[src/rtl/tx_xgmii_framer.sv]
// Frames packet-FIFO words onto XGMII: start/preamble, data, terminate, IFG idles.
// Define TX_FRAMER_CUT_THROUGH_EN for cut-through start with underrun drop/count.
module tx_xgmii_framer #(
    parameter int unsigned IFG_WORDS = 1,
    parameter int unsigned CNT_W     = 16
) (
    input  logic             clk,
    input  logic             rst,
    input  logic [63:0]      fifo_dout,
    input  logic             fifo_eop,
    input  logic [2:0]       fifo_bcnt,
    input  logic             fifo_empty,
    input  logic             pkt_avail,
    output logic             fifo_rd,
    output logic [63:0]      xgmii_txd,
    output logic [7:0]       xgmii_txc,
    output logic             tx_busy,
    output logic [CNT_W-1:0] underrun_cnt
);
    localparam logic [63:0] IDLE_W = {8{8'h07}};
    localparam logic [63:0] PRE_W  = 64'hD5555555555555FB;
    localparam logic [63:0] TERM_W = {{7{8'h07}}, 8'hFD};
    localparam logic [63:0] ERR_W  = {8{8'hFE}};
    localparam logic [2:0]  IFG_N  = 3'(IFG_WORDS);

    typedef enum logic [2:0] {
        S_IDLE,
        S_PRE,
        S_DATA,
        S_TERM,
        S_IFG
`ifdef TX_FRAMER_CUT_THROUGH_EN
        , S_DROP
`endif
    } state_t;

    // With no gap words the terminate leads straight back to IDLE.
    localparam state_t AFTER_T = (IFG_WORDS == 0) ? S_IDLE : S_IFG;

    state_t      state_q;
    logic [63:0] txd_q;
    logic [7:0]  txc_q;
    logic [2:0]  ifg_q;
    logic        start;
    logic [63:0] tail_txd;
    logic [7:0]  tail_txc;

`ifdef TX_FRAMER_CUT_THROUGH_EN
    logic             unused_pa;
    logic [CNT_W-1:0] cnt_q;
    assign unused_pa = pkt_avail;
    assign start     = !fifo_empty;
    assign fifo_rd   = !rst && !fifo_empty
                     && (state_q == S_DATA || state_q == S_DROP);
`else
    assign start   = !fifo_empty && pkt_avail;
    assign fifo_rd = !rst && !fifo_empty && (state_q == S_DATA);
`endif

    assign xgmii_txd = txd_q;
    assign xgmii_txc = txc_q;
    assign tx_busy   = (state_q != S_IDLE);

    always_comb begin
        tail_txd = IDLE_W;
        tail_txc = 8'hFF;
        for (int i = 0; i < 8; i++) begin
            if (3'(i) < fifo_bcnt) begin
                tail_txd[i*8 +: 8] = fifo_dout[i*8 +: 8];
                tail_txc[i]        = 1'b0;
            end else if (3'(i) == fifo_bcnt) begin
                tail_txd[i*8 +: 8] = 8'hFD;
            end
        end
    end

    always_ff @(posedge clk) begin
        if (rst) begin
            state_q <= S_IDLE;
            txd_q   <= IDLE_W;
            txc_q   <= 8'hFF;
            ifg_q   <= 3'd0;
        end else begin
            txd_q <= IDLE_W;
            txc_q <= 8'hFF;
            unique case (state_q)
                S_IDLE: if (start) state_q <= S_PRE;
                S_PRE: begin
                    txd_q   <= PRE_W;
                    txc_q   <= 8'h01;
                    state_q <= S_DATA;
                end
                S_DATA: begin
                    if (!fifo_empty) begin
                        txd_q <= fifo_dout;
                        txc_q <= 8'h00;
                        if (fifo_eop && fifo_bcnt == 3'd0) begin
                            state_q <= S_TERM;
                        end else if (fifo_eop) begin
                            txd_q   <= tail_txd;
                            txc_q   <= tail_txc;
                            state_q <= AFTER_T;
                            ifg_q   <= IFG_N;
                        end
                    end else begin
                        txd_q <= ERR_W;
`ifdef TX_FRAMER_CUT_THROUGH_EN
                        state_q <= S_DROP;
`else
                        state_q <= AFTER_T;
                        ifg_q   <= IFG_N;
`endif
                    end
                end
                S_TERM: begin
                    txd_q   <= TERM_W;
                    state_q <= AFTER_T;
                    ifg_q   <= IFG_N;
                end
                S_IFG: begin
                    if (ifg_q <= 3'd1) state_q <= S_IDLE;
                    else ifg_q <= ifg_q - 3'd1;
                end
`ifdef TX_FRAMER_CUT_THROUGH_EN
                S_DROP: begin
                    if (!fifo_empty && fifo_eop) begin
                        state_q <= AFTER_T;
                        ifg_q   <= IFG_N;
                    end
                end
`endif
                default: state_q <= S_IDLE;
            endcase
        end
    end

`ifdef TX_FRAMER_CUT_THROUGH_EN
    always_ff @(posedge clk) begin
        if (rst) begin
            cnt_q <= '0;
        end else if (state_q == S_DATA && fifo_empty && cnt_q != '1) begin
            cnt_q <= cnt_q + CNT_W'(1);
        end
    end
    assign underrun_cnt = cnt_q;
`else
    assign underrun_cnt = '0;
`endif

endmodule

[config.mk]
export PLATFORM = sky130hd
export DESIGN_NAME = tx_xgmii_framer
export DESIGN_NICKNAME = d
export VERILOG_FILES = /design/src/rtl/tx_xgmii_framer.sv
export SDC_FILE = /design/constraint.sdc
export NUM_CORES = 1
export LEC_CHECK = 0
export CAP_MARGIN = 5
export CORE_AREA = 2 2 95 97
export CTS_BUF_LIST = sky130_fd_sc_hd__clkbuf_2 sky130_fd_sc_hd__clkbuf_4 sky130_fd_sc_hd__clkbuf_8
export DETAILED_ROUTE_END_ITERATION = 10
export DIE_AREA = 0 0 97 99
export PLACE_DENSITY = 0.77
export SETUP_SLACK_MARGIN = 0.02
export SLEW_MARGIN = 20
export SYNTH_ARGS = -nofsm -noshare
export SYNTH_HDL_FRONTEND = slang
export SYNTH_SLANG_ARGS = --single-unit
[constraint.sdc]
create_clock -name clk -period 1.72 [get_ports clk]
set_clock_uncertainty 0.15 [all_clocks]
set_input_delay 0.258 -clock clk [delete_from_list [all_inputs] [get_ports clk]]
set_output_delay 0.258 -clock clk [all_outputs]
set_load 0.02 [all_outputs]
==> impl_metrics.py <==
metrics = {
    "power": {
        "pwr-share-seq_pct": 43.1,
        "p_leak_nw": 2.592,
        "power.density_nw_per_um2": 764.5,
        "finalPower_mw": 4.330,
        "cell_internal_pwr_mw": 3.264,
        "switching_share_pct": 24.63,
        "power_frac_clock_pct": 38.4,
        "switchingPower_mw": 1.066,
        "combPwrFrac_pct": 18.5,
        "ir_drop_v": 0.0004273,
    },
    "synthesis": {
        "synth.cell_area_sq_um": 3068,
        "yosysSeqAreaShare_pct": 50.90,
        "synthCells": 347,
        "syn_avg_cell_area_sq_um": 8.841,
        "synth-seq-cells": 78,
        "async_reset_ff_share_pct": 0,
        "ys_warn_count": 0,
        "ys.flop_type": "dfxtp_1",
        "synth_edf_count": 0,
        "synth.distinct_cells": 42,
    },
    "floorplanning": {
        "dieArea_sq_um": 9603,
        "initial_core_util_pct": 35.88,
        "die_x_um": 97,
        "core_sq_um": 8551,
        "dieHeight_um": 99,
        "row_count": 34,
        "pin_count": 162,
    },
    "setup_path": {
        "worst-setup-path-type": "reg -> reg",
        "r2r_setup_slack_ps": -160,
        "critPathMaxFanout": 8,
        "startpoint_type": "flip-flop",
        "r2r-end": "xgmii_txd[54]$_SDFF_PP0_",
        "r2r-start": "state_q[0]$_SDFFE_PP0P_",
        "required_ps": 1840,
        "reg2regPathDepth": 6,
        "arrival_ps": 2000,
        "cp-end-kind": "flip-flop",
    },
    "layout": {
        "antennaDiodeCount": 0,
        "final_cell_mix": "90 x clkdlybuf4s50_1, 75 x dfxtp_1, 45 x dlymetal6s2s_1, 45 x buf_4, 39 x nand2_1",
        "final_common_cell": "clkdlybuf4s50_1",
        "fillers": 629,
        "nets": 616,
        "layout-drive-gt1-share_pct": 25.23,
        "synthToLayoutAreaGrowth_pct": 84.62,
    },
    "sta": {
        "hold_violations": 0,
        "max_freq_ghz": 0.5331,
        "setup_violations": 43,
        "post-route-period-util_pct": 109.1,
        "rsz0062_at_grt": "true",
        "period_minus_slack_ps": 1876,
        "setup_slack_ps": -155.9,
        "drv_slew": 0,
    },
    "clock_network": {
        "worstSkewPairLatency_ps": 340,
        "path_clk_slew_ps": 80,
        "clockBufferDepth": 2,
        "hold_buffers": 0,
        "ctsRootBufferMaster": "clkbuf_8",
        "cts_buffers": 9,
        "tritoncts": "done",
        "cts.sinks": 78,
        "h-tree-depth": 3,
    },
    "grt": {
        "grt_pass1_wl_um": 16330,
        "overflow": 0,
        "grt_usage_pct": 20.98,
        "antenna_found_initial": 0,
        "grt_pass1_vias": 3276,
        "grt_max_degree": 13,
    },
    "detailed_routing": {
        "drt-met1-wl_um": 4185,
        "drcViolationCount": 0,
        "vias": 3240,
        "vias_per_cell": 4.947,
        "drt-pass1-iter-count": 4,
        "drtIter0Drc": 155,
        "routed.top_layer": "met4",
        "wl_per_cell_um": 16.00,
        "dr_wl_met3_um": 865,
        "wl_um": 10480,
        "wl_met2_um": 5152,
        "ant_nets": 0,
    },
    "placed_design": {
        "post-place-ws_ps": -370.0,
        "io_buffers": 145,
        "dp_hpwl_um": 7279,
        "gp_congestion": 0.8696,
    },
    "worst_hold_path": {
        "hp-start": "fifo_dout[58]",
        "whs_endpoint": "xgmii_txd[58]$_SDFF_PP1_",
        "worstHoldPathCells": 2,
        "hold_class": "in -> reg",
    },
    "job": {
        "maxCapViolations": 0,
    },
    "outcome": {
        "violations": "setup timing",
        "status": "complete, but fails checks",
    },
}
layer usage:
| metal | track usage, % | vias to the layer above |
|---|---|---|
| met5 | 0 | - |
| met4 | 6.392 | 0 |
| met3 | 6.028 | 27 |
| met2 | 36.65 | 156 |
| met1 | 25.08 | 1502 |
| li1 | - | 1555 |
power groups by stage:
| stage | logic (mW) | registers [mW] | clock network [mW] |
|---|---|---|---|
| 3_5_place_dp | 0.709 | 1.91 | 0 |
| 2_1_floorplan | 0.293 | 1.96 | 0 |
| 5_1_grt | 0.855 | 1.87 | 1.78 |
| 3_3_place_gp | 0.698 | 1.91 | 0 |
| 4_1_cts | 0.774 | 1.87 | 1.68 |
| 6_report | 0.800 | 1.87 | 1.66 |
critical path, stage by stage, from the launching register on:
cell and delay [ps]:
dfxtp_2 360, buf_6 130, or3b_4 400, a2111oi_4 410, buf_6 200, nand2_4 80, o21ai_2 60
area by class of cell:
type                            instances  area [sq um]  area share, %
Clock inverter                          4         95.09          1.679
Multi-Input combinational cell        242          1534          27.08
Sequential cell                        78          1565          27.63
Clock buffer                           11         145.1          2.562
Timing Repair Buffer                  207          2171          38.33
Tap cell                              108         135.1          2.386
Inverter                                5         18.77         0.3313
cells by family (layout without fill, tap and decap cells):
group	after synthesis	count (layout)	share of synthesized area (%)
AND/OR/NAND/NOR	115	116	18.96
AO/OA/AOI/OAI	108	108	21.37
flip-flops	78	78	50.90
buffers and inverters	43	227	7.952
adder cells (fa/ha/maj)	1	1	0.4078
other	1	16	0.1222
XOR/XNOR	1	1	0.2855
Yosys cell counts, types with 2 or more instances:
library cell  count  area (sq um)
or3_1             8         50.05
a21o_1           10         75.07
or3b_2            3         26.28
o31ai_1           5         37.54
a31oi_1           5         31.28
nand3_1           9         45.04
inv_1             4         15.01
o31a_1            3         26.28
nor2_1           28         105.1
buf_2             3         15.01
o21ai_0          34         170.2
nand2_1          42         157.7
nor2b_1           3         18.77
nor3_1            3         15.01
or2_2             3         18.77
dfxtp_1          78          1562
buf_6             2         22.52
a21boi_0          2         15.01
buf_4            17         127.6
and2_1            4         25.02
a211oi_1          7         52.55
nor4bb_1          2         20.02
clkbuf_1         15         56.30
a21oi_1          37         185.2
nand2b_1          3         18.77
worst max path at each step:
stage	from	end	cells past startpoint
floorplan	state_q[0]$_SDFFE_PP0P_	xgmii_txd[34]$_SDFF_PP1_	6
global route	state_q[0]$_SDFFE_PP0P_	xgmii_txd[57]$_SDFF_PP1_	5
finish	state_q[0]$_SDFFE_PP0P_	xgmii_txd[54]$_SDFF_PP0_	6
detailed placement	fifo_bcnt[1]	xgmii_txd[52]$_SDFF_PP0_	6
CTS	state_q[0]$_SDFFE_PP0P_	fifo_rd	5
global placement	rst	fifo_rd	5
state kept, by name, indices dropped and copies added, names as in the netlist:
name,count
xgmii_txd,64
xgmii_txc,8
ifg_q,3
state_q,3
repair_timing:
item,in CTS,in global routing
pin swaps,17,11
gates cloned,3,0
setup buffers,10,5
gates resized for setup,84,64
endpoints found under the setup margin,65,114
metrics by stage:
stage / instance area (sq um) / TNS [ps] / std cells / hold slack, ps / util [%]
floorplan: 3154 / -1934 / 362 / 210.3 / -
detailed placement: 4873 / -18020 / 623 / 352.5 / 56.99
CTS: 5440 / -2672 / 651 / 306.5 / 63.62
global placement: 4873 / -16830 / 623 / 343.2 / 56.99
global route: 5664 / -4978 / 655 / 312.0 / 66.24
finish: 5664 / -3139 / 655 / 325.6 / 66.24
(Power assumes the default switching activity.)
